==> config.mk <==
export PLATFORM = sky130hd
export DESIGN_NAME = ultrasonic_ranger_mc
export DESIGN_NICKNAME = d
export VERILOG_FILES = /design/src/rtl/ultrasonic_ranger_mc.sv
export SDC_FILE = /design/constraint.sdc
export NUM_CORES = 1
export LEC_CHECK = 0
export CORE_UTILIZATION = 50
export CTS_CLUSTER_SIZE = 40
export DETAILED_ROUTE_END_ITERATION = 8
export GPL_TIMING_DRIVEN = 0
export PLACE_DENSITY = 0.69
export SETUP_SLACK_MARGIN = 0.2
export SLEW_MARGIN = 10
export SYNTH_ARGS = -nofsm -noshare
export SYNTH_HDL_FRONTEND = slang
export SYNTH_SLANG_ARGS = --single-unit
==> constraint.sdc <==
create_clock -name clock -period 8.8 [get_ports clock]
set_input_delay 2.64 -clock clock [delete_from_list [all_inputs] [get_ports clock]]
set_output_delay 2.64 -clock clock [all_outputs]
set_load 0.1 [all_outputs]
==> src/rtl/ultrasonic_ranger_mc.sv <==
// Round-robin HC-SR04 ranger: triggers each channel in turn, times the echo and
// streams one (channel, mm, timeout) result per slot.
module ultrasonic_ranger_mc #(
  parameter int unsigned NUM_CH         = 4,
  parameter int unsigned TRIG_CYCLES    = 500,
  parameter int unsigned CYC_PER_MM     = 292,
  parameter int unsigned TIMEOUT_CYCLES = 1500000,
  parameter int unsigned PERIOD_CYCLES  = 3000000,
  parameter int unsigned DIST_W         = 13,
  localparam int unsigned CH_W          = (NUM_CH > 1) ? $clog2(NUM_CH) : 1
) (
  input  logic              clock,
  input  logic              reset,
  input  logic              enable,
  input  logic [NUM_CH-1:0] echo,
  output logic [NUM_CH-1:0] trigger,
  output logic              dist_valid,
  output logic [CH_W-1:0]   dist_ch,
  output logic [DIST_W-1:0] dist_data,
  output logic              dist_timeout,
  output logic              busy
);

  localparam int unsigned SLOT_W = $clog2(PERIOD_CYCLES + 1);
  localparam int unsigned TMO_W  = $clog2(TIMEOUT_CYCLES + 1);
  localparam int unsigned PRE_W  = (CYC_PER_MM > 1) ? $clog2(CYC_PER_MM) : 1;

  localparam logic [SLOT_W-1:0] SLOT_TRIG_END = SLOT_W'(TRIG_CYCLES);
  localparam logic [SLOT_W-1:0] SLOT_LAST     = SLOT_W'(PERIOD_CYCLES - 1);
  localparam logic [TMO_W-1:0]  TMO_LAST      = TMO_W'(TIMEOUT_CYCLES - 1);
  localparam logic [PRE_W-1:0]  PRE_LAST      = PRE_W'(CYC_PER_MM - 1);
  localparam logic [CH_W-1:0]   CH_LAST       = CH_W'(NUM_CH - 1);
  // All-ones is reserved for timeout, so real distances clamp one below.
  localparam logic [DIST_W-1:0] DIST_SAT      = {{(DIST_W-1){1'b1}}, 1'b0};

  typedef enum logic [2:0] {
    IDLE,
    TRIG,
    WAIT_RISE,
    MEASURE,
    REPORT,
    HOLDOFF
  } state_t;

  state_t              state;
  logic [CH_W-1:0]     ch;
  logic [SLOT_W-1:0]   slot_cnt;
  logic [TMO_W-1:0]    tmo_cnt;
  logic [PRE_W-1:0]    presc;
  logic [DIST_W-1:0]   dist_cnt;

  logic [NUM_CH-1:0]   echo_m;
  logic [NUM_CH-1:0]   echo_s;
  logic [NUM_CH-1:0]   echo_p;
  logic                echo_cur;
  logic                echo_prev;
  logic                echo_rise;
  logic                echo_fall;

  // Two-flop synchroniser plus previous-value register for every echo line.
  always_ff @(posedge clock or posedge reset) begin
    if (reset) begin
      echo_m <= '0;
      echo_s <= '0;
      echo_p <= '0;
    end else begin
      echo_m <= echo;
      echo_s <= echo_m;
      echo_p <= echo_s;
    end
  end

  assign echo_cur  = echo_s[ch];
  assign echo_prev = echo_p[ch];
  assign echo_rise = echo_cur & ~echo_prev;
  assign echo_fall = echo_prev & ~echo_cur;

  // Slot sequencer, echo timing and result register.
  always_ff @(posedge clock or posedge reset) begin
    if (reset) begin
      state        <= IDLE;
      ch           <= '0;
      slot_cnt     <= '0;
      tmo_cnt      <= '0;
      presc        <= '0;
      dist_cnt     <= '0;
      trigger      <= '0;
      dist_valid   <= 1'b0;
      dist_ch      <= '0;
      dist_data    <= '0;
      dist_timeout <= 1'b0;
      busy         <= 1'b0;
    end else begin
      dist_valid <= 1'b0;
      if (state != IDLE && slot_cnt != SLOT_LAST) begin
        slot_cnt <= slot_cnt + SLOT_W'(1);
      end

      case (state)
        IDLE: begin
          if (enable) begin
            state    <= TRIG;
            slot_cnt <= '0;
            busy     <= 1'b1;
          end
        end

        TRIG: begin
          if (slot_cnt == SLOT_TRIG_END) begin
            trigger <= '0;
            tmo_cnt <= '0;
            state   <= WAIT_RISE;
          end else begin
            trigger <= NUM_CH'(1) << ch;
          end
        end

        WAIT_RISE: begin
          if (echo_rise) begin
            // The rise clock is already the first echo-high clock.
            presc    <= '0;
            dist_cnt <= '0;
            tmo_cnt  <= TMO_W'(1);
            state    <= MEASURE;
          end else if (tmo_cnt >= TMO_LAST) begin
            dist_valid   <= 1'b1;
            dist_timeout <= 1'b1;
            dist_data    <= '1;
            dist_ch      <= ch;
            state        <= HOLDOFF;
          end else begin
            tmo_cnt <= tmo_cnt + TMO_W'(1);
          end
        end

        MEASURE: begin
          if (echo_fall) begin
            state <= REPORT;
          end else if (tmo_cnt >= TMO_LAST) begin
            dist_valid   <= 1'b1;
            dist_timeout <= 1'b1;
            dist_data    <= '1;
            dist_ch      <= ch;
            state        <= HOLDOFF;
          end else begin
            tmo_cnt <= tmo_cnt + TMO_W'(1);
            if (presc == PRE_LAST) begin
              presc <= '0;
              if (dist_cnt != DIST_SAT) begin
                dist_cnt <= dist_cnt + DIST_W'(1);
              end
            end else begin
              presc <= presc + PRE_W'(1);
            end
          end
        end

        REPORT: begin
          dist_valid   <= 1'b1;
          dist_timeout <= 1'b0;
          dist_data    <= dist_cnt;
          dist_ch      <= ch;
          state        <= HOLDOFF;
        end

        HOLDOFF: begin
          if (slot_cnt >= SLOT_LAST) begin
            ch <= (ch == CH_LAST) ? '0 : ch + CH_W'(1);
            if (enable) begin
              state    <= TRIG;
              slot_cnt <= '0;
            end else begin
              state <= IDLE;
              busy  <= 1'b0;
            end
          end
        end

        default: begin
          state   <= IDLE;
          trigger <= '0;
          busy    <= 1'b0;
        end
      endcase
    end
  end

endmodule
Yosys cells after proc, flatten, opt, wreduce, memory -nomap -nowiden

Cells that the tools add are included.

Memories: 0
Latch bits: 0
Bits in writable memories: 0
Bits in registers: 104
ROM bits: 0
Input port bits: 7

Equality and inequality tests: 20
Shift-type cells: 1
Bitwise operators: 5
Muxes and demuxes: 55
Reductions and logical operators: 15
Multiply operators: 0
$lt $le $gt $ge: 3
$add $sub $neg: 5
Div/mod/pow operators: 0

Operators by type and width:

| cell                                                      | number |
|---|---|
| 2-to-1 mux 13 bit                                         | 8 |
| 2-to-1 mux 21 bit                                         | 4 |
| 2-to-1 mux 22 bit                                         | 3 |
| case mux 21 bit (3 select lines)                          | 1 |
| case mux 22 bit (2 select lines)                          | 1 |
| case mux 13 bit (3 select lines)                          | 1 |
| 2-to-1 mux 9 bit                                          | 4 |
| case mux 13 bit (2 select lines)                          | 1 |
| adder 22 x 1 -> 22 bit, second input constant             | 1 |
| == test 22 x 9 -> 1 bit, second input constant            | 1 |
| greater-or-equal comparator 22 bit, second input constant | 1 |
| inequality test 22 bit, second input constant             | 1 |
| adder 21 x 1 -> 21 bit, second input constant             | 1 |
| greater-or-equal comparator 21 bit, second input constant | 1 |
| inequality test 2 bit, second input constant              | 10 |
| 2-to-1 mux 3 bit                                          | 6 |
| case mux 3 bit (6 select lines)                           | 1 |
| case mux 9 bit (2 select lines)                           | 1 |
| adder 13 x 1 -> 13 bit, second input constant             | 1 |
| inequality test 13 bit, second input constant             | 1 |
| 2-to-1 mux 1 bit                                          | 12 |
| adder 9 x 1 -> 9 bit, second input constant               | 1 |
| == test 9 bit, second input constant                      | 1 |
| case mux 1 bit (3 select lines)                           | 3 |
| other kinds (24)                                          | 38 |

Depth between registers and ports, before layout

Word-level depth: 6
Mapped depth: 9
Gate-level depth less buffers: 8

Worst setup path after synthesis

Ideal clock, no wire load.

Kind: reg2out
From: register busy
To: output port busy
Data required time: 6,160 ps
Slack: 5,253 ps
Arrival time: 907 ps
Path buffers: 0
Stages on the path, launching flop included: 1
Path through: dfrtp_1

RTL lines:

| what                     | RTL line | text |
|---|---|---|
| start: declaration       | 21       | `output logic busy` |
| start signal: assignment | 92       | `busy <= 1'b0;` |
| start signal: assignment | 104      | `busy <= 1'b1;` |
| start signal: assignment | 174      | `busy <= 1'b0;` |

No word-level cell between the ends.

Worst setup path after layout

From: register busy
To: output port busy

No word-level cell between the ends.

==> metrics <==
Residual DRC 0; WP data required 6.16 ns; register area 2600 sq um; CTS resizes 0; post-placement cell count 720; CP max FO 3; n_diodes 0; die area ~11,000 sq um; worst skew pair latency 0.40 ns; hold path endpoint echo_s[2]; Async SR Flop Fraction 100%; total power 0.00132 W; pre-CTS setup slack 4.60 ns; count of flip-flops with a built-in enable after synthesis 0; CTS tree yes; top post-synthesis cells by area dfrtp_1 (50%), nor2_1 (4.7%), o21ai_0 (4.3%); Synth Register Bits 104; Leak 2.51 nW; Hold Path Depth 0; Setup crit start kind register; R2R depth 8; yosys warns 0; GRT Overall Usage 22.5%; arrival time worst endpoint 1.95 ns; Crit. Startpoint busy; Routability Congestion 0.860; first-pass GRT wire length 19.6 mm; Post-Syn Area ~5200 sq um; DRT iter0 DRCs 242; Synth area leader dfrtp_1; Sum Neg Setup Slack 0 ns; Tcrit/Tclk final 52.2%; status finished clean; Die Ht 104 microns; Std-Cell Rows 37; CTS root buf clkbuf_8; Top-Level Pins 29; Finished Layout Cells 736; Final WS setup 4.21 ns; Worst Max-Slew Pin Slew roughly 0.97 ns; average wire per standard cell 15.4 microns; First-pass DRT Iterations 4; critical path, cell by cell clkdlybuf4s50_1; VDD IR max 0.148 mV; worst hold path startpoint echo_m[2]; RR Startpoint tmo_cnt[0]; Area Growth Syn to Fin 13.0%; # H-tree levels 3; CP max-delay cell clkdlybuf4s50_1; syn_area_per_cell 9.45 sq um; share of cells above drive strength 1 6.67%; maximum clock rate 218 MHz; Inserted Clock Buffers 9; Filler Cell Count 907; Netlist cell types 59; Max-slew headroom roughly a third; crit path time final 4.59 ns; Hold Buf Count CTS 0; Die W roughly 100 microns; final setup fails 0; PwrDens 223 nW/um^2; CTS sink count 104; vias 4,339; post-synthesis sequential area ratio 49.6%; drt via density a little under 6; largest net degree at the start of global routing 91; Detail Placement HPWL between 8 and 9 mm; area of the multi-input gates 2490 sq um; critical path class reg -> out; final antenna-violating net count 0; postcts setup bufs 0; vias in the first global route 4,149; Fin. Hold Viols 0; Worst R2R End tmo_cnt[4]; clock skew 0.0133 ns; worst hold margin 0.361 ns; CP delay by family, top buffers and inverters; Net Count, Synth 572; Max Cap Viol 0; # nets final 612; number of port buffers 28; Synth Flop Type dfrtp_1; Slew Limit Fails 0; HP Class reg -> reg; final WL 11.3 mm; core area 10,200 sq um; RSZ-0062 raised after global routing false; CP Buf/Inv Count 1; Worst path max stage delay between 1 and 1.5 ns; total gr overflow 0; Max Root-Sink Buffers 2; CP Capture Type output pin; Gate Count Post-Synth approximately 560; initial antenna violation count 0; post-synth top area share 49.6%; clock-pin slew on the worst setup and hold paths 0.11 ns; initial core utilization 51.3%; R2R Setup Slk 5.52 ns
[synth_stat cells, types with 8 or more instances]
library cell / n
inv_1: 16
xor2_1: 17
ha_1: 10
dfrtp_1: 104
a21oi_1: 33
and3_1: 15
o21ai_0: 45
or3_1: 19
nor2b_1: 8
nor2_1: 66
nand3_1: 23
clkbuf_1: 18
nand4_1: 19
or4_1: 12
nand2_1: 47
[where the power goes]
part	internal (W)	switching (W)
registers	0.000532	0.0000562
clock network	0.000112	0.000188
logic	0.000136	0.000298
[final cells by class]
type,count,area share (%)
Buffer,20,1.41
Clock buffer,9,2.09
Clock inverter,7,1.27
Inverter,18,1.22
Multi-Input combinational cell,413,42.0
Sequential cell,104,43.9
Tap cell,136,2.87
Timing Repair Buffer,29,5.19
[placed cells by master, fill, tap and decap left out, types with 5 or more instances in the layout]
cell type        count
xor2_1              17
or4_1               12
or3_1               19
nor3_1               7
dfrtp_1            104
clkbuf_8             9
nor2b_1              8
inv_6                5
nand3_1             23
nor2_1              66
nand4_1             19
o31ai_1              7
o21ai_0             45
and3_1              15
a21oi_1             33
clkbuf_1            18
nand2_1             47
xnor2_1              6
and4_1               7
ha_1                10
inv_1               15
clkdlybuf4s50_1     28
nand2b_1             6
o211ai_1             7
[stage by stage]
stage	area [sq um]	utilization, %
2_1_floorplan	5250	-
3_3_place_gp	5700	55.7
3_5_place_dp	5730	56.0
4_1_cts	5930	57.9
5_1_grt	5930	57.9
6_report	5930	57.9
[logic make-up after synthesis]
| logic type | share of synthesized area, % |
|---|---|
| mux | 1.67 |
| xor+xnor | 3.84 |
| fa+ha+maj | 2.38 |
| buf+inv | 2.89 |
| flops | 49.6 |
| simple gates | 25.9 |
| compound gates | 13.7 |
[worst max path at each step]
stage / end / slack [ns] / depth (start not counted)
detailed placement: slot_cnt[16] / 4.60 / 5
floorplan: busy / 3.43 / 1
global route: busy / 4.16 / 1
global placement: echo_m[1] / 1.89 / 2
CTS: busy / 4.19 / 1
finish: busy / 4.21 / 1
[registers in the layout (all words and copies together) (netlist names)]
name          count
dist_ch           2
busy              1
state             3
dist_valid        1
trigger           4
dist_data        13
slot_cnt         22
dist_timeout      1
ch                2
dist_cnt         13
tmo_cnt          21
echo_m            4
presc             9
echo_p            4
echo_s            4
[per-layer routing]
layer,up-vias,part of all wire [%],global-route usage [%]
met5,-,0,0
li1,2092,-,-
met4,0,2.2,9.29
met3,25,4.4,5.64
met2,97,48,35.5
met1,2125,46,29.5
No activity file was read; power rests on OpenSTA's default activity.
